### src/rtl/alu_exec_unit.sv
// alu_exec_unit: RISC-V style ALU execute stage with a valid/ready handshake.
// Decodes aluop/funct3/funct7b5 into an ALU select, computes the result and
// holds it in a DONE state until the consumer takes it.
// Build option: define ALU_EXEC_FAST_SHIFT_EN to replace the serial one-bit-per-
// cycle shifter with a single-cycle barrel shifter (SHIFT state then unused).
module alu_exec_unit #(
    parameter int XLEN = 32,
    parameter int SHW  = $clog2(XLEN)
) (
    input  logic            clk,
    input  logic            rst_n,
    input  logic [1:0]      aluop,
    input  logic [2:0]      funct3,
    input  logic            funct7b5,
    input  logic [XLEN-1:0] op_a,
    input  logic [XLEN-1:0] op_b,
    input  logic            in_valid,
    output logic            in_ready,
    output logic            out_valid,
    input  logic            out_ready,
    output logic [XLEN-1:0] result,
    output logic [3:0]      alu_sel,
    output logic            zero,
    output logic            illegal
);

    localparam logic [3:0] SEL_AND  = 4'b0000;
    localparam logic [3:0] SEL_OR   = 4'b0001;
    localparam logic [3:0] SEL_ADD  = 4'b0010;
    localparam logic [3:0] SEL_XOR  = 4'b0011;
    localparam logic [3:0] SEL_SLL  = 4'b0100;
    localparam logic [3:0] SEL_SRL  = 4'b0101;
    localparam logic [3:0] SEL_SUB  = 4'b0110;
    localparam logic [3:0] SEL_SRA  = 4'b0111;
    localparam logic [3:0] SEL_SLT  = 4'b1000;
    localparam logic [3:0] SEL_SLTU = 4'b1001;

    typedef enum logic [1:0] {
        IDLE  = 2'b00,
        SHIFT = 2'b01,
        DONE  = 2'b10
    } state_t;

    state_t          state_q;
    logic [XLEN-1:0] result_q;
    logic [3:0]      aluSel_q;
    logic            zero_q;
    logic            illegal_q;
`ifndef ALU_EXEC_FAST_SHIFT_EN
    logic [SHW-1:0]  count_q;
    logic            isShift_d;
`endif

    logic [3:0]      sel_d;
    logic            illegal_d;
    logic [XLEN-1:0] value_d;
    logic [SHW-1:0]  shamt;

    assign shamt = op_b[SHW-1:0];

    // Decode instruction class and function fields into an ALU select; flag
    // encodings that have no legal meaning and fall back to a harmless ADD.
    always_comb begin
        sel_d     = SEL_ADD;
        illegal_d = 1'b0;
        case (aluop)
            2'b00: sel_d = SEL_ADD;
            2'b01: sel_d = SEL_SUB;
            default: begin
                case (funct3)
                    3'b000:  sel_d = (aluop == 2'b10 && funct7b5) ? SEL_SUB : SEL_ADD;
                    3'b001:  sel_d = SEL_SLL;
                    3'b010:  sel_d = SEL_SLT;
                    3'b011:  sel_d = SEL_SLTU;
                    3'b100:  sel_d = SEL_XOR;
                    3'b101:  sel_d = funct7b5 ? SEL_SRA : SEL_SRL;
                    3'b110:  sel_d = SEL_OR;
                    default: sel_d = SEL_AND;
                endcase
                if (funct7b5 && (funct3 == 3'b001 ||
                    (aluop == 2'b10 && funct3 != 3'b000 && funct3 != 3'b101))) begin
                    illegal_d = 1'b1;
                    sel_d     = SEL_ADD;
                end
            end
        endcase
    end

    // Single-cycle datapath; illegal operations produce a zero result.
    always_comb begin
        value_d = '0;
        case (sel_d)
            SEL_ADD:  value_d = op_a + op_b;
            SEL_SUB:  value_d = op_a - op_b;
            SEL_AND:  value_d = op_a & op_b;
            SEL_OR:   value_d = op_a | op_b;
            SEL_XOR:  value_d = op_a ^ op_b;
            SEL_SLT:  value_d = {{(XLEN-1){1'b0}}, ($signed(op_a) < $signed(op_b))};
            SEL_SLTU: value_d = {{(XLEN-1){1'b0}}, (op_a < op_b)};
`ifdef ALU_EXEC_FAST_SHIFT_EN
            SEL_SLL:  value_d = op_a << shamt;
            SEL_SRL:  value_d = op_a >> shamt;
            SEL_SRA:  value_d = $unsigned($signed(op_a) >>> shamt);
`endif
            default:  value_d = '0;
        endcase
        if (illegal_d) begin
            value_d = '0;
        end
    end

`ifndef ALU_EXEC_FAST_SHIFT_EN
    // Shifts are routed to the serial shifter instead of the datapath.
    always_comb begin
        isShift_d = (sel_d == SEL_SLL) || (sel_d == SEL_SRL) || (sel_d == SEL_SRA);
    end
`endif

    // Handshake FSM: accept in IDLE, optionally shift serially, hold in DONE.
    always_ff @(posedge clk or negedge rst_n) begin
        if (!rst_n) begin
            state_q   <= IDLE;
            result_q  <= '0;
            aluSel_q  <= SEL_ADD;
            zero_q    <= 1'b0;
            illegal_q <= 1'b0;
`ifndef ALU_EXEC_FAST_SHIFT_EN
            count_q   <= '0;
`endif
        end else begin
            case (state_q)
                IDLE: begin
                    if (in_valid) begin
                        aluSel_q  <= sel_d;
                        illegal_q <= illegal_d;
`ifdef ALU_EXEC_FAST_SHIFT_EN
                        result_q  <= value_d;
                        zero_q    <= (value_d == '0);
                        state_q   <= DONE;
`else
                        if (isShift_d) begin
                            result_q <= op_a;
                            count_q  <= shamt;
                            zero_q   <= 1'b0;
                            state_q  <= SHIFT;
                        end else begin
                            result_q <= value_d;
                            zero_q   <= (value_d == '0);
                            state_q  <= DONE;
                        end
`endif
                    end
                end
`ifndef ALU_EXEC_FAST_SHIFT_EN
                SHIFT: begin
                    if (count_q == '0) begin
                        zero_q  <= (result_q == '0);
                        state_q <= DONE;
                    end else begin
                        case (aluSel_q)
                            SEL_SLL: result_q <= result_q << 1;
                            SEL_SRL: result_q <= result_q >> 1;
                            default: result_q <= {result_q[XLEN-1], result_q[XLEN-1:1]};
                        endcase
                        count_q <= count_q - SHW'(1);
                    end
                end
`endif
                DONE: begin
                    if (out_ready) begin
                        state_q <= IDLE;
                    end
                end
                default: state_q <= IDLE;
            endcase
        end
    end

    assign in_ready  = (state_q == IDLE);
    assign out_valid = (state_q == DONE);
    assign result    = result_q;
    assign alu_sel   = aluSel_q;
    assign zero      = zero_q;
    assign illegal   = illegal_q;

endmodule

### config.mk
export PLATFORM = sky130hd
export DESIGN_NAME = alu_exec_unit
export DESIGN_NICKNAME = d
export VERILOG_FILES = /design/src/rtl/alu_exec_unit.sv
export SDC_FILE = /design/constraint.sdc
export NUM_CORES = 1
export LEC_CHECK = 0
export CAP_MARGIN = 20
export CORE_UTILIZATION = 31
export DETAILED_ROUTE_END_ITERATION = 7
export PLACE_DENSITY = 0.47
export SLEW_MARGIN = 20
export SYNTH_ARGS = -nofsm -noshare
export SYNTH_HDL_FRONTEND = slang
export SYNTH_SLANG_ARGS = --single-unit
### constraint.sdc
create_clock -name clk -period 4.85 [get_ports clk]
set_clock_uncertainty 0.15 [all_clocks]
set_input_delay 0.97 -clock clk [delete_from_list [all_inputs] [get_ports clk]]
set_output_delay 0.97 -clock clk [all_outputs]
set_load 0.01 [all_outputs]
==> run summary <==
The die is 172.9 microns tall. The remaining antenna violation count after routing is 0. The depth of the CTS H-tree is 2.

The critical path crosses 16 cells after its start point. The worst slew slack as a fraction of its limit came out at 38.48%. No sink is reached through more buffers than the 2 on the longest clock path. The synthesized design contains 45 register bits.

The layout overhead on the synthesized area is 39.58%. The area enclosed by the die boundary is 29,880 sq um. The xor/xnor cell area share of the yosys netlist is 1.161%. The cell depth of the worst min-delay path is 2.

The number of antenna violations at the first check in global routing is 0. Based on the critical path, the design can be clocked at up to 206.3 MHz. The TritonCTS sink count is 45. For the worst setup path, the data arrival time is 4.88 ns. The number of DRC markers in iteration 0 came out at 969. Of all nets on the critical path, the largest fanout is 7. The via count of the first global-routing pass was 10,710. The tool flagged a number of max-cap violations equal to 0. Of the available clock period, the critical path in the final layout requires 99.97%. Detailed placement ended at an HPWL of 32,180 microns.

The number of synthesized flops with an enable pin came out at 0. The number of buffers and inverters on the critical path came out at 4. The number of buffers inserted by port buffering is 113.

STA classifies the critical path startpoint as an input port. Row generation in the floorplan step produced 62 rows. The synthesized netlist contains 93 unique library cells. The average wire per cell in the routed design is 19.90 microns. The fraction of final layout cells with drive strength greater than 1 came out at 20.10%. Across every metal layer, demand over resource in global routing totals 25.98%. The analysis attributes to cell leakage a power of 5.762 nW.

The minimum setup slack after placement came out at -0.2869 ns. Counting flops with an async set or reset pin after synthesis yields a share of 100.0%. The clock-pin slew on the worst setup and hold paths is 0.07 ns. Setup slack closes at 0.001673 ns. The clock tree root driver cell is sky130_fd_sc_hd__clkbuf_16. The family with the most delay on the worst path is compound AO/OA/AOI/OAI gates. The cell count of the worst reg-to-reg path came out at 11. For hold timing, the worst endpoint is illegal. For this run, the share of the core covered by cells in the final layout is 44.01%. Setup repair after global routing could not meet its margin everywhere. The final count of pins violating max slew is 0. The CTS tree is built.

The final layout contains routed wiring with a total length of 39,530 microns. The post-synthesis share of cell area spent on and, or, nand and nor gates is 25.06%. The critical path in this run is classified as input port to register. The final cell area excluding filler cells is 12,630 sq um. Leaving out fill and tap cells, the most frequent cell in the layout is sky130_fd_sc_hd__buf_4.

The total power density per cell area is 255.2 nW/um^2. The biggest cell delay along the critical path is 0.51 ns. The overflow left after global routing is 0.

The synthesized net count came out at 1,489. The actual transition at the worst max-transition pin is 0.9208 ns. The insertion delay to the later sink of the worst-skew pair came out at 0.30 ns. The number of warnings printed during yosys synthesis came out at 0. The cell area reported after detailed placement came out at 12,350 sq um. The number of cells produced by synthesis is 1,298. The setup slack of the most critical reg-to-reg path came out at 2.13 ns. The number of top-level pins came out at 114. Of the total synthesized cell area, the portion taken by full adders, half adders and majority gates is 16.34%. The flow ran to the end, and the final reports show no timing, DRC or antenna violations. The most used cell along the critical path is sky130_fd_sc_hd__buf_4.

In the layout the commonest cells are 267 x sky130_fd_sc_hd__buf_4, 165 x sky130_fd_sc_hd__nand2_1, 115 x sky130_fd_sc_hd__ha_1. The worst setup path is captured at a register. The number of nets at the end of the flow came out at 1,792. The path class of the tightest hold or removal check is register to register. In this run, CTS created clock tree buffers numbering 5. The largest net degree at the start of global routing came out at 46. The total chip power came out at 3.224 mW. The detailed-router iteration count before antenna repair came out at 6.

The initial cell density of the core came out at 31.53%. The reg-to-reg startpoint is count_q[0]. The number of hold violations in the final report was 0. The routability congestion estimate is 0.9735. The smallest hold slack came out at 0.3425 ns. Traced cell by cell, the critical path runs through clkdlybuf4s50_1 -> inv_1 -> ha_1 -> a211o_1 -> a2111oi_2 -> or3_1 -> a21boi_0 -> nor2_1 -> o41ai_1 -> buf_4 -> xnor2_1 -> nand2_1 -> a41o_1 -> nor4bb_1 -> buf_4 -> a221o_1. The area of the mapped netlist is 9051 sq um. The cell type of the slowest stage on the worst timing path is sky130_fd_sc_hd__a21boi_0. Summing the areas of all compound-gate instances in the mapped netlist gives 35.86% of the synthesized area. The data required time of the critical path is 4.88 ns.

Summing over every cut layer, the via total after detailed routing is 11,130. The multiplexer share of the synthesized area is 1.009%. After synthesis, the largest family of logic cells by area is compound AO/OA/AOI/OAI gates.

After detailed routing, the number of remaining DRC violations is 0. The first-pass GRT wire length is 61,110 microns. The number of antenna diodes in the final layout is 0. The prevailing post-synth register cell is sky130_fd_sc_hd__dfrtp_1.

The mean cell area of the mapped netlist came out at 6.973 sq um. The floorplan step defined a core boundary enclosing 28,700 sq um. IR analysis of the VDD net gives a maximum drop of 0.1449 mV. The worst path in the final design needs a cycle of 4.848 ns, including I/O delays and setup. The die width is 172.9 microns. The via density per instance came out at 5.604. The worst hold path begins at illegal. The destination of the worst register-to-register timing path is result[19].

Setup violations remaining at the end of the flow were counted as 0. The portion of the post-synthesis area used by sequential elements is 12.46%.
worst min-delay path, cell delays in order (launching register included):
cell,delay [ns]
sky130_fd_sc_hd__dfrtp_1,0.35
sky130_fd_sc_hd__nand2_1,0.05
sky130_fd_sc_hd__o21ai_0,0.06
cells in the mapped netlist (all sizes together) (9+ instances only):
| master | n | area share (%) |
|---|---|---|
| a221o | 10 | 1.1 |
| nor4 | 22 | 1.7 |
| inv | 93 | 3.9 |
| o21ai | 86 | 4.8 |
| a211oi | 33 | 2.8 |
| a31oi | 26 | 1.8 |
| and2 | 16 | 1.1 |
| o31ai | 14 | 1.2 |
| nand3 | 38 | 2.1 |
| ha | 115 | 16 |
| nand2 | 165 | 6.8 |
| a21o | 28 | 2.3 |
| nand2b | 19 | 1.3 |
| nor2b | 19 | 1.3 |
| xnor2 | 9 | 0.87 |
| nand4 | 12 | 0.83 |
| o21a | 11 | 0.91 |
| buf | 36 | 2.1 |
| a21oi | 102 | 5.8 |
| nor3 | 23 | 1.4 |
| and3 | 14 | 0.97 |
| a2111oi | 9 | 1.1 |
| dfrtp | 44 | 12 |
| nor2 | 105 | 4.4 |
| o21bai | 15 | 1.2 |
| clkbuf | 51 | 2.1 |
| a221oi | 14 | 1.6 |
| a311oi | 16 | 1.5 |
| o211ai | 15 | 1.2 |
registers in the layout, summed over array words and instances, names as in the netlist:
signal / count
result: 32
count_q: 5
alu_sel: 4
state_q: 2
illegal: 1
zero: 1
stage by stage:
step | instances | setup TNS [ns]
2_1_floorplan | 1298 | 0
3_3_place_gp | 1975 | -0.6111
3_5_place_dp | 1975 | -0.9724
4_1_cts | 1985 | 0
5_1_grt | 1986 | -0.1035
6_report | 1986 | 0
what timing repair did:
| action | in CTS | in global routing |
|---|---|---|
| buffers inserted | 2 | 0 |
| hold buffers | 0 | 0 |
| pin swaps | 1 | 1 |
| gates resized for setup | 1 | 9 |
| endpoints found under the setup margin | 1 | 5 |
| cloned | 0 | 0 |
report_power, final:
| group | internal [mW] | switching, mW |
|---|---|---|
| registers | 0.530 | 0.234 |
| logic | 0.976 | 1.03 |
| clock network | 0.295 | 0.161 |
| total | 1.80 | 1.42 |
logic make-up after synthesis:
family	after synthesis
and+or+nand+nor	470
AOI/OAI and AO/OA	465
buffers and inverters	180
adders and majority gates	117
DFF	45
xor gates and xnor gates	12
muxes	9
layout make-up:
class,count,area (sq um)
inverters,93,349.1
multi-input cells,1073,7278
well taps,384,480.5
flip-flops and latches,45,1127
clock inverters,3,65.06
clock buffers,5,125.1
repair buffers,383,3208
fillers,2998,16070
routing by layer:
metal / vias to the layer above / wire length [microns] / global-route usage [%] / part of all wire (%)
met1: 5256 / 18150 / 35.64 / 46
met3: 90 / 2253 / 3.100 / 5.7
li1: 5360 / - / - / -
met2: 423 / 17650 / 42.24 / 45
met5: - / 0 / 0 / 0
met4: 0 / 1481 / 8.370 / 3.7
worst max path at each step:
| stage | start | to | slack [ns] |
|---|---|---|---|
| after floorplan | op_a[9] | zero | 0.76 |
| after global placement | op_a[3] | zero | -0.24 |
| after detailed placement | op_a[0] | zero | -0.29 |
| after CTS | op_a[0] | zero | 0.04 |
| after global routing | op_a[0] | zero | -0.10 |
| final | op_b[7] | zero | 0.002 |
Note: power is estimated with default switching activity, not from simulation.
